## src/rtl/bpm_button_ctrl_pkg.sv

```systemverilog
// Shared types and helpers for the BPM button controller.
// Holds the per-button FSM encoding and ms-to-cycle conversion.
package bpm_button_ctrl_pkg;

    typedef enum logic [1:0] {
        IDLE,
        DELAY,
        REPEAT,
        LOCK
    } btn_state_t;

    // Integer cycle count for a millisecond interval, never below one.
    function automatic int ms_to_cycles(input int freq_hz, input int ms);
        int c;
        c = (freq_hz / 1000) * ms;
        return (c < 1) ? 1 : c;
    endfunction

    function automatic int max_int(input int a, input int b);
        return (a > b) ? a : b;
    endfunction

endpackage

```

## src/rtl/bpm_button_ctrl_debounce.sv

```systemverilog
// Two-flop synchronizer plus stable-level debounce for one button.
// The level flips once the synchronized input has differed for D+1 cycles.
module button_debounce #(
    parameter int D = 4
) (
    input  logic i_clk,
    input  logic i_reset,
    input  logic i_raw,
    output logic o_level
);

    localparam int CW = $clog2(D + 1);
    localparam logic [CW-1:0] D_CNT = CW'(D);

    logic          r_sync1;
    logic          r_sync2;
    logic          r_level;
    logic [CW-1:0] r_cnt;

    always_ff @(posedge i_clk) begin
        if (i_reset) begin
            r_sync1 <= 1'b0;
            r_sync2 <= 1'b0;
            r_level <= 1'b0;
            r_cnt   <= '0;
        end else begin
            r_sync1 <= i_raw;
            r_sync2 <= r_sync1;
            if (r_sync2 == r_level) begin
                r_cnt <= '0;
            end else if (r_cnt == D_CNT) begin
                r_level <= r_sync2;
                r_cnt   <= '0;
            end else begin
                r_cnt <= r_cnt + CW'(1);
            end
        end
    end

    assign o_level = r_level;

endmodule

```

## src/rtl/bpm_button_ctrl.sv

```systemverilog
// Up/down BPM buttons: debounce, press pulse, auto-repeat, dual-press lockout.
// Index 0 is the up button, index 1 the down button.
module bpm_button_ctrl
    import bpm_button_ctrl_pkg::*;
#(
    parameter int CLOCK_FREQ       = 100_000_000,
    parameter int DEBOUNCE_MS      = 10,
    parameter int REPEAT_DELAY_MS  = 500,
    parameter int REPEAT_PERIOD_MS = 150
) (
    input  logic       clk,
    input  logic       reset,
    input  logic       btn_up,
    input  logic       btn_down,
    output logic       bpm_inc,
    output logic       bpm_dec,
    output logic [1:0] btn_level
);

    localparam int D  = ms_to_cycles(CLOCK_FREQ, DEBOUNCE_MS);
    localparam int R  = ms_to_cycles(CLOCK_FREQ, REPEAT_DELAY_MS);
    localparam int P  = ms_to_cycles(CLOCK_FREQ, REPEAT_PERIOD_MS);
    localparam int HW = $clog2(max_int(R, P) + 1);

    localparam logic [HW-1:0] R_LAST = HW'(R - 1);
    localparam logic [HW-1:0] P_LAST = HW'(P - 1);
    localparam logic [HW-1:0] H_MAX  = '1;

    logic [1:0]    w_level;
    logic [1:0]    r_prev;
    logic [1:0]    w_rise;
    logic [1:0]    w_due;
    logic [1:0]    w_fire;
    logic [1:0]    w_out;
    logic          w_both;
    logic          r_inc;
    logic          r_dec;
    btn_state_t    r_state [2];
    btn_state_t    w_next  [2];
    logic [HW-1:0] r_hold  [2];

    button_debounce #(.D(D)) u_db_up (
        .i_clk   (clk),
        .i_reset (reset),
        .i_raw   (btn_up),
        .o_level (w_level[0])
    );

    button_debounce #(.D(D)) u_db_down (
        .i_clk   (clk),
        .i_reset (reset),
        .i_raw   (btn_down),
        .o_level (w_level[1])
    );

    assign w_both = w_level[0] & w_level[1];
    assign w_rise = w_level & ~r_prev;
    assign w_out  = {r_dec, r_inc};

    // A due pulse waits out a cycle if its own pulse is still high.
    always_comb begin
        w_due = '0;
        for (int i = 0; i < 2; i++) begin
            if (r_state[i] == DELAY)
                w_due[i] = (r_hold[i] >= R_LAST) & ~w_out[i];
            else if (r_state[i] == REPEAT)
                w_due[i] = (r_hold[i] >= P_LAST) & ~w_out[i];
        end
    end

    always_ff @(posedge clk) begin
        if (reset) begin
            r_prev <= '0;
            r_inc  <= 1'b0;
            r_dec  <= 1'b0;
            for (int i = 0; i < 2; i++) begin
                r_state[i] <= IDLE;
                r_hold[i]  <= '0;
            end
        end else begin
            r_prev <= w_level;
            r_inc  <= w_fire[0];
            r_dec  <= w_fire[1] & ~w_fire[0];
            for (int i = 0; i < 2; i++) begin
                r_state[i] <= w_next[i];
                if (w_fire[i] || (w_next[i] != r_state[i]))
                    r_hold[i] <= '0;
                else if (r_hold[i] != H_MAX)
                    r_hold[i] <= r_hold[i] + HW'(1);
            end
        end
    end

    always_comb begin
        for (int i = 0; i < 2; i++) begin
            w_next[i] = r_state[i];
            if (w_both) begin
                w_next[i] = LOCK;
            end else begin
                unique case (r_state[i])
                    IDLE:
                        if (w_rise[i]) w_next[i] = DELAY;
                    DELAY:
                        if (!w_level[i])  w_next[i] = IDLE;
                        else if (w_due[i]) w_next[i] = REPEAT;
                    REPEAT:
                        if (!w_level[i]) w_next[i] = IDLE;
                    LOCK:
                        if (w_level == 2'b00) w_next[i] = IDLE;
                    default:
                        w_next[i] = IDLE;
                endcase
            end
        end
    end

    // Release and lockout both take priority over a due pulse.
    always_comb begin
        w_fire = '0;
        for (int i = 0; i < 2; i++) begin
            unique case (r_state[i])
                IDLE:          w_fire[i] = w_rise[i];
                DELAY, REPEAT: w_fire[i] = w_level[i] & w_due[i];
                default:       w_fire[i] = 1'b0;
            endcase
        end
        if (w_both) w_fire = '0;
    end

    assign bpm_inc   = r_inc;
    assign bpm_dec   = r_dec;
    assign btn_level = w_level;

endmodule

```

## config.mk

```make
export PLATFORM = sky130hd
export DESIGN_NAME = bpm_button_ctrl
export DESIGN_NICKNAME = d
export VERILOG_FILES = /design/src/rtl/bpm_button_ctrl_pkg.sv /design/src/rtl/bpm_button_ctrl_debounce.sv /design/src/rtl/bpm_button_ctrl.sv
export SDC_FILE = /design/constraint.sdc
export NUM_CORES = 1
export LEC_CHECK = 0
export ABC_AREA = 1
export CAP_MARGIN = 20
export CORE_ASPECT_RATIO = 1.25
export CORE_MARGIN = 2
export CORE_UTILIZATION = 60
export DETAILED_ROUTE_END_ITERATION = 12
export PLACE_DENSITY_LB_ADDON = 0.1
export SLEW_MARGIN = 25
export SYNTH_ARGS = -nofsm -noshare
export SYNTH_HDL_FRONTEND = slang
export SYNTH_SLANG_ARGS = --single-unit
```

## constraint.sdc

```tcl
create_clock -name clk -period 6.8 [get_ports clk]
set_input_delay 1.36 -clock clk [delete_from_list [all_inputs] [get_ports clk]]
set_output_delay 1.36 -clock clk [all_outputs]
set_load 0.005 [all_outputs]
```

### Word-level counts from Yosys, hierarchy flattened

Memory sizes are Yosys's and may differ from the RTL's.
Cells that the tools add are included.

| word-level totals | value |
|---|---|
| register bits after elaboration | 50 |
| memory bits (writable) | 56 |
| input port bits | 4 |
| output and inout bits | 4 |
| word-level logic and storage cells | 111 |
| memories | 2 |

Memory list:

| name | depth | width | read ports | clocked after memory_dff | write ports | RTL line | text |
|---|---|---|---|---|---|---|---|
| r_hold | 2 | 26 | 2 | 0 | 2 | bpm_button_ctrl.sv:40 | `logic [HW-1:0] r_hold [2];` |
| r_state | 2 | 2 | 2 | 0 | 2 | bpm_button_ctrl.sv:38 | `btn_state_t r_state [2];` |

| cells by class | value |
|---|---|
| add/sub/neg operators | 4 |
| magnitude comparators | 4 |
| equal/unequal tests | 14 |
| mux-type cells | 44 |
| bitwise gates (word level) | 21 |
| reductions and logical operators | 11 |

Operators by type and width:

| cell | count |
|---|---|
| two-way mux 26 bit | 4 |
| adder 26 x 1 -> 26 bit, second input constant | 2 |
| >= comparator 26 x 24 -> 1 bit, second input constant | 2 |
| >= comparator 26 bit, second input constant | 2 |
| inequality test 26 bit, second input constant | 2 |
| adder 20 x 1 -> 20 bit, second input constant | 2 |
| equality test 20 bit, second input constant | 2 |
| two-way mux 2 bit | 15 |
| two-way mux 1 bit | 21 |
| one-hot mux 2 bit (4 select lines) | 2 |
| AND 1 bit | 8 |
| equality test 2 bit, second input constant | 4 |
| logical NOT 2 bit | 3 |
| OR 1 bit | 6 |
| OR reduction 3 bit | 2 |
| NOT 1 bit | 5 |
| equality test 2 x 1 -> 1 bit, second input constant | 2 |
| inequality test 2 bit | 2 |
| one-hot mux 1 bit (2 select lines) | 2 |
| AND reduction 2 bit | 2 |
| OR reduction 2 bit | 2 |
| AND 2 bit | 1 |
| equality test 1 bit | 2 |
| logical OR 1 bit | 2 |
| NOT 2 bit | 1 |

### Logic depth before layout (Yosys ltp)

Gate-level depths: netlist of run 1.

| depth | value |
|---|---|
| depth in word-level cells | 15 |
| depth in mapped cells | 19 |
| mapped depth without buffers | 18 |

### Cells and area by module

Synthesis of run 1 repeated with hierarchy kept, for this count alone.

| second synthesis, totals | value |
|---|---|
| cell total of the unflattened synthesis | 903 |
| area total of the unflattened synthesis | 6717.7 um^2 |

Modules (own cells, without submodules):

| module | times used | cells each | area an instance (um^2) | seq. area each (um^2) |
|---|---|---|---|---|
| bpm_button_ctrl | 1 | 551 | 4250.3 | 1721.7 |
| button_debounce | 2 | 176 | 1233.7 | 460.4 |

### Least setup slack after synthesis of run 1

Ideal clock, no wire load.

| timing | value |
|---|---|
| path kind | input to register |
| start point | in reset |
| end point | mem r_hold[1][0] (netlist name), enable pin |
| setup time | 0.563 ns |
| arrival | 2.623 ns |
| data required time | 6.237 ns |
| setup slack | 3.614 ns |
| cell stages on the path | 5 |
| path buffers | 1 |
| cell sequence | clkbuf_1 -> a21oi_1 -> nand2_1 -> nor2_2 -> nand4_1 |

RTL lines:

| what | RTL line | text |
|---|---|---|
| from (decl) | bpm_button_ctrl.sv:12 | `input logic reset,` |
| to (decl) | bpm_button_ctrl.sv:40 |  |

==> flow_summary.ini, run 1 <==
[run_status]
status = completed

[drt]
drtIter0Drc = 244
avgRoutedWirePerCell_um = 12.2
top_layer_used = met4
via_count = 4972
drc = 0
met3_length_um = 324
routed_wl_mm = 11.5
wl_met1_mm = 5.16
ant_nets = 0
via_per_inst = 5.25
first_pass_iters = 6
dr_wl_met2_mm = 5.82

[final_layout]
synthToLayoutAreaGrowth_pct = 6.83
drive_gt1_frac = 0.0697
antenna_cells = 0
fin_cells = 947
nNetsFinal = 833

[timing]
tns_ps = 0
fmax_mhz = 282
rsz0062_at_grt = no
worst_pin_slew_ps = 750
hold_viol = 0
slew_headroom = 0.496
setup_viol = 0
drv_slew = 0
period_share = 0.522
setup_slack_ps = 3250
fin_crit_ps = 3550
clock_skew_ps = 5.10

[cts]
cts.repair.resized = 0
cts_tree = built
cts_buffer_depth = 2
holdBufCountCts = 0
clk_pin_slew_worst_paths_ps = 60
htreeDepth = 3
cts_setup_buffers = 0
cts_buffers = 9
clk_latency_ps = 350
root_buffer = clkbuf_16
cts_sinks = 106

[floorplanning]
die_x_um = 95.3
core_area_um2 = 10100
ioPinCount = 8
start_util = 0.618
die_h_um = 118
rows = 41
die_area_um2 = 11200

[synth]
synth_edf_count = 52
synth_ff_type = dfxtp_1
synthesis.area_um2 = 6240
synth_fa_ha_area_frac = 0.0321
muxShareOfSynthArea = 0
ys_warn_count = 0
synth.distinct_cells = 41
ys_seq_elements = 106
seq_area_frac_synth = 0.423
async_flop_share = 0
synth_top_family_by_area = simple AND/OR/NAND/NOR gates
synthXorXnorAreaFrac = 0.0729
synthSimpleGateAreaFrac = 0.327
synth_fp_nets = 827
avgSynthCellArea_um2 = 7.74
yosysTopAreaCell = edfxtp_1
netlist_top_cells_area = edfxtp_1 25%, dfxtp_1 17%, nor2_1 8.8%
synth_compound_area_frac = 0.0573
synth.top_cell.area_share = 0.250
synthCells = 807

[critical_path]
crit_family = buffers and inverters
cp_max_fo = 19
worstPathRequired_ps = 6900
crit_path_end = r_hold[1][9]
crit_arrival_ps = 3640
r2r-end = r_hold[1][9]
crit_path_cell_trace = clkdlybuf4s50_1 > a21oi_1 > nand2_1 > nor2_2 > nand4_1 > buf_4
cp_num_buf_inv = 2
critPathKind = in2reg
crit_start = reset
crit_path_max_incr_delay_ps = 740
crit_cells = 6
startpoint_type = input port
worstRegToRegCells = 15
reg2reg_slack_ps = 3520
r2r-start = r_hold[1][0]
slowest_stage = clkdlybuf4s50_1
end_kind = flip-flop

[placed_design]
gp_congestion = 0.836
dpl_worst_slack_ps = 2880
placed_cells = 931
dp_hpwl_mm = 8.52
port_buffers = 7

[global_route]
track_usage = 0.218
grt_pass1_wl_mm = 20.0
antenna_found_initial = 0
grt_max_degree = 27
grt_pass1_vias = 4935
grt_overflow = 0

[power_and_ir_drop]
power_density_nw_per_um2 = 177
power.leakage_nw = 2.42
ir_worst_vdd_mv = 0.132

[flow_run]
maxCapViolations = 0

[min_path]
worstHoldPathType = reg2reg
-- cells by family after synthesis --
group / after synthesis
AOI/OAI and AO/OA: 62
buffers and inverters: 135
adders and majority gates: 16
and+or+nand+nor: 436
DFF: 106
xor gates and xnor gates: 52
-- report_power, final --
part           switching (W)  internal, W
clock network       0.000221     0.000269
logic              0.0000146   0.00000749
registers         0.00000331     0.000669
total               0.000239     0.000945
-- cells in the mapped netlist (3+ instances only) --
library cell / n
xnor2_1: 12
nor2_1: 147
nor4_1: 13
inv_1: 120
nor3_1: 26
buf_6: 4
nand3_2: 6
nor3b_1: 4
dfxtp_1: 54
o21a_1: 5
nor2_4: 4
a211oi_1: 3
a31oi_1: 10
nand4_1: 14
nor3_2: 5
edfxtp_1: 52
nand2_2: 6
clkbuf_1: 6
a21oi_1: 28
nand2_1: 146
xor2_1: 40
ha_1: 16
o21ai_0: 11
buf_4: 3
nand3_1: 41
nor2_2: 14
-- sequential cells by signal (all words and copies together) (netlist names), 2 cells and up --
signal           cells
r_state              4
r_hold              52
u_db_up.r_cnt       20
r_prev               2
u_db_down.r_cnt     20
-- metal layers --
metal,vias to the layer above,track usage
met5,-,0
met4,0,0.0924
met3,14,0.0359
met2,76,0.383
met1,2275,0.257
li1,2607,-
-- worst min path at each step --
stage | start | end | slack (ps) | cells after the start
finish | u_db_down.r_sync1 | u_db_down.r_sync2 | 400 | 2
global route | u_db_down.r_sync1 | u_db_down.r_sync2 | 430 | 2
global placement | u_db_up.r_sync1 | u_db_up.r_sync2 | 390 | 2
detailed placement | u_db_down.r_sync1 | u_db_down.r_sync2 | 400 | 2
floorplan | u_db_down.r_sync1 | u_db_down.r_sync2 | 390 | 2
CTS | u_db_down.r_sync1 | u_db_down.r_sync2 | 410 | 2
-- area by class of cell --
cell class	count	area, µm²
well taps	129	161
clock inverters	3	13.8
fillers	879	3430
repair buffers	9	85.1
multi-input cells	566	3050
flip-flops and latches	106	2640
inverters	121	454
clock buffers	13	262
-- through the flow --
step	power [W]	utilization	hold WS (ps)	cell area, µm²
floorplan	0.000705	-	388	6240
global placement	0.000708	0.633	389	6400
detailed placement	0.000709	0.633	396	6400
CTS	0.00119	0.660	406	6670
global route	0.00122	0.660	430	6670
finish	0.00118	0.660	403	6670
-- cell usage in the layout (no fill, tap or decap), types with 2 or more instances in the layout --
| cell type | instances |
|---|---|
| or2_2 | 2 |
| nor2_4 | 4 |
| dfxtp_1 | 54 |
| nor3_1 | 26 |
| inv_1 | 120 |
| clkbuf_16 | 10 |
| nor2_1 | 147 |
| o21a_1 | 5 |
| xnor2_1 | 12 |
| nand2_2 | 6 |
| ha_1 | 16 |
| o21ai_0 | 11 |
| edfxtp_1 | 52 |
| nand2_1 | 146 |
| clkinv_1 | 2 |
| nand3_1 | 41 |
| nand4_4 | 2 |
| nor3_2 | 5 |
| nor4_1 | 13 |
| nand3_2 | 6 |
| nor2_2 | 14 |
| a21oi_1 | 28 |
| clkdlybuf4s50_1 | 7 |
| xor2_1 | 40 |
| clkbuf_1 | 3 |
| buf_4 | 2 |
| a211oi_1 | 3 |
| nand4_1 | 14 |
| nor3b_1 | 4 |
| a31oi_1 | 10 |
-- tightest hold or removal path, delay by kind of cell, from the launching register on --
kind	cells	cell delay, ps
flops	1	300
buf+inv	1	40
simple gates	1	30
No activity file was read; power rests on OpenSTA's default activity.
==> inputs of run 2 (changes only) <==
==> constraint.sdc (replaced) <==
create_clock -name clk -period 3.47 [get_ports clk]
set_input_delay 0.694 -clock clk [delete_from_list [all_inputs] [get_ports clk]]
set_output_delay 0.694 -clock clk [all_outputs]
set_load 0.005 [all_outputs]
==> run 2 against run 1 <==
  * Via count grew 0.14%
  * Clock power increased by 110%
  * Design area increased by 0.62%
==> flow_summary.ini, run 2 (same netlist as run 1, synthesis figures left out) <==
[power_and_ir_drop]
power.leakage_nw = 2.44
power_density_nw_per_um2 = 359
ir_worst_vdd_mv = 0.224

[critical_path]
slowest_stage = edfxtp_1
path_common_cell = nand2_1
crit_arrival_ps = 2880
critPathKind = reg2reg
r2r-start = r_hold[1][0]
crit_family = simple AND/OR/NAND/NOR gates
cp_num_buf_inv = 0
cp_max_fo = 26
crit_path_cell_trace = ha_1 > nand3_2 > nor2_2 > nand2_2 > nand2_1 > nand2_1 > nand3_1 > nand2_1 > nand2_1 > nand2_1 > nand2_1 > nand2_1 > nand2_1 > nand3_1 > nand2_1 > nor2_2 > nand4_4 > nor2_1
worstPathRequired_ps = 3650
startpoint_type = flip-flop
crit_start = r_hold[1][0]
end_kind = flip-flop
crit_path_max_incr_delay_ps = 420

[cts]
cts_buffer_depth = 2
clk_pin_slew_worst_paths_ps = 70
cts_sinks = 106
holdBufCountCts = 0
cts_tree = built
htreeDepth = 3
cts_buffers = 9
root_buffer = clkbuf_16
cts_setup_buffers = 0
cts.repair.resized = 0
clk_latency_ps = 350

[global_route]
grt_overflow = 0
grt_max_degree = 27
track_usage = 0.216
grt_pass1_wl_mm = 19.9
grt_pass1_vias = 4831
antenna_found_initial = 0

[timing]
fin_crit_ps = 2700
rsz0062_at_grt = no
hold_viol = 0
setup_slack_ps = 768
tns_ps = 0
hold_slack_ps = 399
slew_headroom = 0.528
clock_skew_ps = 9.41
setup_viol = 0
drv_slew = 0
worst_pin_slew_ps = 706
period_share = 0.779
fmax_mhz = 370

[floorplanning]
die_h_um = 118
core_area_um2 = 10100
rows = 41
start_util = 0.618
die_area_um2 = 11200
ioPinCount = 8
die_x_um = 95.3

[final_layout]
final_common_cell = nor2_1
nNetsFinal = 835
synthToLayoutAreaGrowth_pct = 7.49
largest_reg_flops = 52
regMostFlops = r_hold
final_cell_mix = 147 x nor2_1, 146 x nand2_1, 120 x inv_1
drive_gt1_frac = 0.0768
reg.largest.list = r_hold: 52 flops, u_db_down.r_cnt: 20 flops, u_db_up.r_cnt: 20 flops
antenna_cells = 0
fin_cells = 949
post-route-util = 0.664

[drt]
via_count = 4979
first_pass_iters = 5
routed_wl_mm = 11.5
via_per_inst = 5.25
ant_nets = 0
drtIter0Drc = 218
drc = 0
avgRoutedWirePerCell_um = 12.1

[min_path]
worstHoldPathType = reg2reg
min_from = u_db_down.r_sync1

[placed_design]
dp_hpwl_mm = 8.52
gp_congestion = 0.897
port_buffers = 7
dpl_worst_slack_ps = 805
placed_cells = 933

[run_status]
status = completed

[flow_run]
maxCapViolations = 0
[run 2: cell count changes in the layout (fill, tap and decap cells not counted), sizes merged]
cell | previous run | this run
clkbuf | 13 | 10
clkinvlp | 0 | 1
clkinv | 2 | 1
buf | 2 | 4
bufinv | 0 | 1
inv | 122 | 124
[run 2: cell type report]
class | count | area [µm²]
Sequential cell | 106 | 2640
Clock inverter | 6 | 72.6
Fill cell | 850 | 3390
Multi-Input combinational cell | 566 | 3050
Clock buffer | 10 | 229
Inverter | 121 | 454
Timing Repair Buffer | 11 | 100
Tap cell | 129 | 161
[run 2: final timing paths]
kind / end / slack (ps) / depth (start not counted)
worst max register to register: r_hold[1][25] / 770 / 18
worst max-delay path: r_hold[1][25] / 770 / 18
worst min register to register: u_db_down.r_sync2 / 400 / 2
worst min-delay path: u_db_down.r_sync2 / 400 / 2
[run 2: report_power, final]
group / switching (W) / internal (W)
clock: 0.000476 / 0.000570
combinational: 0.0000290 / 0.0000156
sequential: 0.00000628 / 0.00131
[run 2: tightest hold or removal path, cell delays in order, from the launching register on]
cell     delay, ps
dfxtp_1        300
inv_1           40
nor2_1          30
[run 2: through the flow]
stage,area [µm²],total power [W]
final,6710,0.00241
after global routing,6710,0.00248
after CTS,6710,0.00243
after detailed placement,6410,0.00139
after global placement,6410,0.00139
after floorplan,6240,0.00138
[run 2: per-layer routing]
| metal | wire length (µm) | GRT usage |
|---|---|---|
| met5 | 0 | 0 |
| met4 | 195 | 0.0761 |
| met3 | 338 | 0.0359 |
| met2 | 5820 | 0.384 |
| met1 | 5150 | 0.258 |
==> inputs of run 3 (changes only) <==
--- a/config.mk
+++ b/config.mk
@@ -9,7 +9,7 @@
 export CAP_MARGIN = 20
 export CORE_ASPECT_RATIO = 1.25
 export CORE_MARGIN = 2
-export CORE_UTILIZATION = 60
+export CORE_UTILIZATION = 57
 export DETAILED_ROUTE_END_ITERATION = 12
 export PLACE_DENSITY_LB_ADDON = 0.1
 export SLEW_MARGIN = 25
==> constraint.sdc (replaced) <==
create_clock -name clk -period 2.4 [get_ports clk]
set_input_delay 0.48 -clock clk [delete_from_list [all_inputs] [get_ports clk]]
set_output_delay 0.48 -clock clk [all_outputs]
set_load 0.005 [all_outputs]
==> run 3 against run 2 <==
  * The run now ends with negative setup slack left
  * Register-to-register slack worse by 870 ps
  * Highest routed layer unchanged
  * Via count up 8.4%
  * Cell count up 7.5%
  * Critical path type unchanged
==> flow_summary.ini, run 3 (same netlist as run 1, synthesis figures left out) <==
[final_layout]
largest_reg_flops = 52
drive_gt1_frac = 0.212
final_common_cell = nand2_1
post-route-util = 0.721
synthToLayoutAreaGrowth_pct = 22.5
reg.largest.list = r_hold: 52 flops, u_db_down.r_cnt: 20 flops, u_db_up.r_cnt: 20 flops
antenna_cells = 0
final_cell_mix = 131 x nand2_1, 126 x nor2_1, 113 x inv_1
n_fill_cell = 806
regMostFlops = r_hold
nNetsFinal = 903

[min_path]
hold_depth = 2
worstHoldPathType = reg2reg

[placed_design]
port_buffers = 7
dp_hpwl_mm = 8.83
gp_congestion = 0.936

[cts]
clk_pin_slew_worst_paths_ps = 70
cts_sinks = 106
htreeDepth = 3
cts_buffers = 9
cts_buffer_depth = 2
root_buffer = clkbuf_16
clk_latency_ps = 350
cts_tree = built
holdBufCountCts = 0

[power_and_ir_drop]
pwr-share-comb = 0.034
p_int_w = 0.00278
swShare = 0.204
seq_power_share = 0.546
power.switching_w = 0.000711
power_density_nw_per_um2 = 456
power.leakage_nw = 2.93
p_clk_frac = 0.421
ir_worst_vdd_mv = 0.294

[timing]
hold_viol = 0
rsz0062_at_grt = yes
tns_ps = -3320
setup_slack_ps = -102
drv_slew = 0
setup_viol = 54
fmax_mhz = 400
clock_skew_ps = 9.44
worst_pin_slew_ps = 551
period_share = 1.04
slew_headroom = 0.629
hold_slack_ps = 411
fin_crit_ps = 2500

[critical_path]
end_kind = flip-flop
startpoint_type = flip-flop
crit_cells = 18
cp_num_buf_inv = 3
crit_family = simple AND/OR/NAND/NOR gates
slowest_stage = edfxtp_1
worstPathRequired_ps = 2520
worstRegToRegCells = 18
critPathKind = reg2reg
crit_arrival_ps = 2620
reg2reg_slack_ps = -100
cp_max_fo = 4
crit_path_max_incr_delay_ps = 430
crit_path_cell_trace = buf_4 > nand2_1 > nor2_1 > nand2_1 > nor2_1 > nand2_1 > nand2_1 > nand4_1 > nand3_2 > nand2_2 > nand2_2 > nand2_1 > nand2_1 > nand2_2 > nor2_4 > nand4_1 > buf_6 > clkbuf_16
path_common_cell = nand2_1

[floorplanning]
die_area_um2 = 11800
core_area_um2 = 10600
ioPinCount = 8
rows = 42
start_util = 0.588
die_h_um = 121
die_x_um = 97.6

[global_route]
grt_overflow = 0
grt_pass1_vias = 5102
antenna_found_initial = 0
grt_pass1_wl_mm = 21.2
track_usage = 0.214
grt_max_degree = 19

[flow_run]
maxCapViolations = 0

[drt]
via_per_inst = 5.29
via_count = 5395
first_pass_iters = 4
ant_nets = 0
drtIter0Drc = 259
avgRoutedWirePerCell_um = 12.9
routed_wl_mm = 13.1
drc = 0

[run_status]
status = finished, violations left
violations = negative setup slack
[run 3: area by class of cell]
cell class | count | area [µm²] | share of cell area
Clock buffer | 15 | 290 | 0.0379
Clock inverter | 1 | 6.26 | 0.000818
Inverter | 121 | 454 | 0.0594
Multi-Input combinational cell | 566 | 3370 | 0.440
Sequential cell | 106 | 2640 | 0.345
Tap cell | 132 | 165 | 0.0216
Timing Repair Buffer | 79 | 726 | 0.0948
[run 3: per-layer routing]
layer,global-route usage,up-vias,share of wire
met5,0,-,0
met4,0.0964,0,0.022
met3,0.0311,21,0.026
met2,0.381,72,0.52
met1,0.256,2553,0.44
li1,-,2749,-
[run 3: through the flow]
stage | power, W | setup slack, ps | instance area [µm²] | cells
after floorplan | 0.00200 | -655 | 6270 | 807
after global placement | 0.00203 | 38.2 | 6740 | 972
after detailed placement | 0.00203 | -27.3 | 6740 | 972
after CTS | 0.00348 | -7.72 | 7070 | 988
after global routing | 0.00360 | -234 | 7650 | 1020
final | 0.00349 | -102 | 7650 | 1020
[run 3: path summary, 6_finish.rpt]
| check | startpoint | end |
|---|---|---|
| max | r_hold[0][18] | r_hold[0][17] |
| min | u_db_down.r_sync1 | u_db_down.r_sync2 |
| max reg2reg | r_hold[0][18] | r_hold[0][17] |
| min reg2reg | u_db_down.r_sync1 | u_db_down.r_sync2 |
[run 3: power by group through the flow]
stage | logic, W | registers (W) | clock network [W]
2_1_floorplan | 0.0000564 | 0.00194 | 0
3_3_place_gp | 0.0000821 | 0.00194 | 0
3_5_place_dp | 0.0000843 | 0.00195 | 0
4_1_cts | 0.0000860 | 0.00191 | 0.00149
5_1_grt | 0.000128 | 0.00191 | 0.00156
6_report | 0.000117 | 0.00191 | 0.00147
[run 3: worst register-to-register path, cell delays in order, from the launching register on]
cell	delay, ps
edfxtp_1	430
buf_4	140
nand2_1	50
nor2_1	90
nand2_1	80
nor2_1	110
nand2_1	60
nand2_1	70
nand4_1	150
nand3_2	110
nand2_2	50
nand2_2	70
nand2_1	50
nand2_1	80
nand2_2	60
nor2_4	110
nand4_1	210
buf_6	210
clkbuf_16	140
[run 3: what timing repair did]
action / in CTS / in global routing
pin swaps: 0 / 2
cloned: 0 / 6
endpoints found under the setup margin: 26 / 108
buffers inserted: 0 / 26
gates resized for setup: 8 / 85
==> RTL change, RTL diff (settings of run 2) <==
Set the parameter `REPEAT_PERIOD_MS` to 300 (it was 150).
--- a/src/rtl/bpm_button_ctrl.sv
+++ b/src/rtl/bpm_button_ctrl.sv
@@ -8,3 +8,3 @@
     parameter int REPEAT_DELAY_MS  = 500,
-    parameter int REPEAT_PERIOD_MS = 150
+    parameter int REPEAT_PERIOD_MS = 300
 ) (
Behaviour: same outputs for any inputs over 10 cycles, from zero or initial values and one cycle with reset high; that may be too few to reach the edited logic, so the function may still have changed.
==> RTL change against run 2 <==
- power down 1.1%
- clock power shrank 5%
- design area increased by 5.4%
- worst setup slack improved by 0.056 ns
- core utilization shrank 0.11 points
- sequential cell count stayed put
- area after synthesis increased by 5.8%
- global-route usage is 0.12 points higher
- wire length increased by 5.9%
- critical path type unchanged
==> RTL change: results (changes against run 2) <==
Detailed routing
  • Drt wl/cell: 12.48 um (+2.9%)
  • WL met3: 385 um (+14%)
  • Via/cell ratio: 5.256 (+0.18%)
  • DRT met1 WL: 5631 um (+9.3%)
  • 1st-pass router iterations: 4 (-1)
  • DR iter-0 viols: 241 (+11%)
  • Routed met2 length: 6021 um (+3.4%)

Synth
  • Post-Synth Adder-Cell Area: 0.03031 (-0.001743)
  • Number of distinct library cells after synthesis: 44 (+7.3%)
  • Post-synthesis sequential area ratio: 0.4002 (-0.02301)
  • Synth warn: 0 (unchanged)
  • Post-synthesis compound-gate area fraction: 0.05968 (+0.002379)
  • Synth Area in XOR/XNOR: 0.05570 (-0.01723)
  • Post-synthesis mux area share: 0 (unchanged)
  • Synth top area cells: edfxtp_1 (24%), dfxtp_1 (16%), nand2_1 (7.9%)
  • Synthesized Nets: 849 (+2.7%)
  • Post-synth top cells: nand2_1 (139), inv_1 (129), nor2_1 (110)

Setup path
  • Reg2Reg Depth: 15 (-3)
  • Critical Path AT: 2.72 ns (-0.16 ns)

STA
  • Sum Neg Setup Slack: 0 ns (unchanged)
  • Setup Skew: 0.01074 ns (+0.001337 ns)
  • Slew @ Worst Pin: 0.6461 ns (-0.06025 ns)

Outcome
  • Status: finished, final reports clean

Placement
  • Dpl hpwl: 9132 um (+7.2%)
  • Routability congestion estimate: 0.9054 (+0.97%)

GRT
  • Tot GR Track Use: 0.2175 (+0.001160)
  • First-pass GRT wire length: 21,620 um (+8.8%)
  • Met2 Resource Use GR: 0.3848 (+0.001043)
  • GRT met1 Usage: 0.2685 (+0.01049)
  • Vias in the first global route: 5,031 (+4.1%)
  • Met3 Use GR: 0.04263 (+0.006775)

Final layout
  • Largest registers: r_hold x52, u_db_down.r_cnt x20, u_db_up.r_cnt x20
  • Filler instances: 914 (+7.5%)
  • Fraction of layout cells with a size suffix above 1: 0.1361 (+0.05927)
  • Post-layout net count: 860 (+3.0%)

Min path
  • Hold Path Depth: 2 (unchanged)

Pwr
  • Lkg Pwr: 2.610 nW (+6.8%)
  • Maximum VDD drop: 0.2635 mV (+17%)

Clocking
  • CTS Buffer Depth: 2 (unchanged)
==> RTL change: final cells by class <==
cell class              instances  area (um2)  area share
flip-flops and latches        106        2643      0.3735
clock buffers                  10       250.2     0.03537
inverters                     134       503.0     0.07110
clock inverters                 6       42.54    0.006013
multi-input cells             575        3336      0.4715
repair buffers                 14       135.1     0.01910
well taps                     132       165.2     0.02335
==> RTL change: path summary, 6_finish.rpt <==
kind                            slack, ns               to             from
worst max-delay path                 0.82     r_hold[0][1]    r_hold[0][20]
worst min-delay path                 0.41  u_db_up.r_sync2  u_db_up.r_sync1
worst max register to register       0.82     r_hold[0][1]    r_hold[0][20]
worst min register to register       0.41  u_db_up.r_sync2  u_db_up.r_sync1
==> RTL change: worst max-delay path, stage by stage, from the launching register on <==
cell      delay, ns
edfxtp_1       0.45
nor2_1         0.31
nand3_1        0.10
o21ai_0        0.09
inv_1          0.05
a21oi_1        0.12
nand2_1        0.08
nand3_1        0.09
nand3_1        0.07
nand3_1        0.07
nand2_1        0.06
nand2_1        0.09
nand3_1        0.14
nand4_4        0.12
buf_4          0.44
nor2_1         0.09
==> RTL change: per-stage QoR <==
step	worst slack (ns)	std cells	cell area (um2)	hold WS, ns
3_5_place_dp	0.8249	961	6782	0.3968
3_3_place_gp	0.8419	961	6782	0.3909
6_report	0.8234	977	7074	0.4062
2_1_floorplan	0.6153	829	6604	0.3883
4_1_cts	0.8036	977	7074	0.4065
5_1_grt	0.5115	977	7074	0.4406
==> RTL change: report_power, final <==
part	total [W]	switching [W]	leakage [nW]	internal, W
Combinational	0.0000618	0.0000411	1.39	0.0000208
Sequential	0.00132	0.00000695	1.07	0.00131
Clock	0.00100	0.000464	0.149	0.000536
Total	0.00238	0.000512	2.61	0.00187
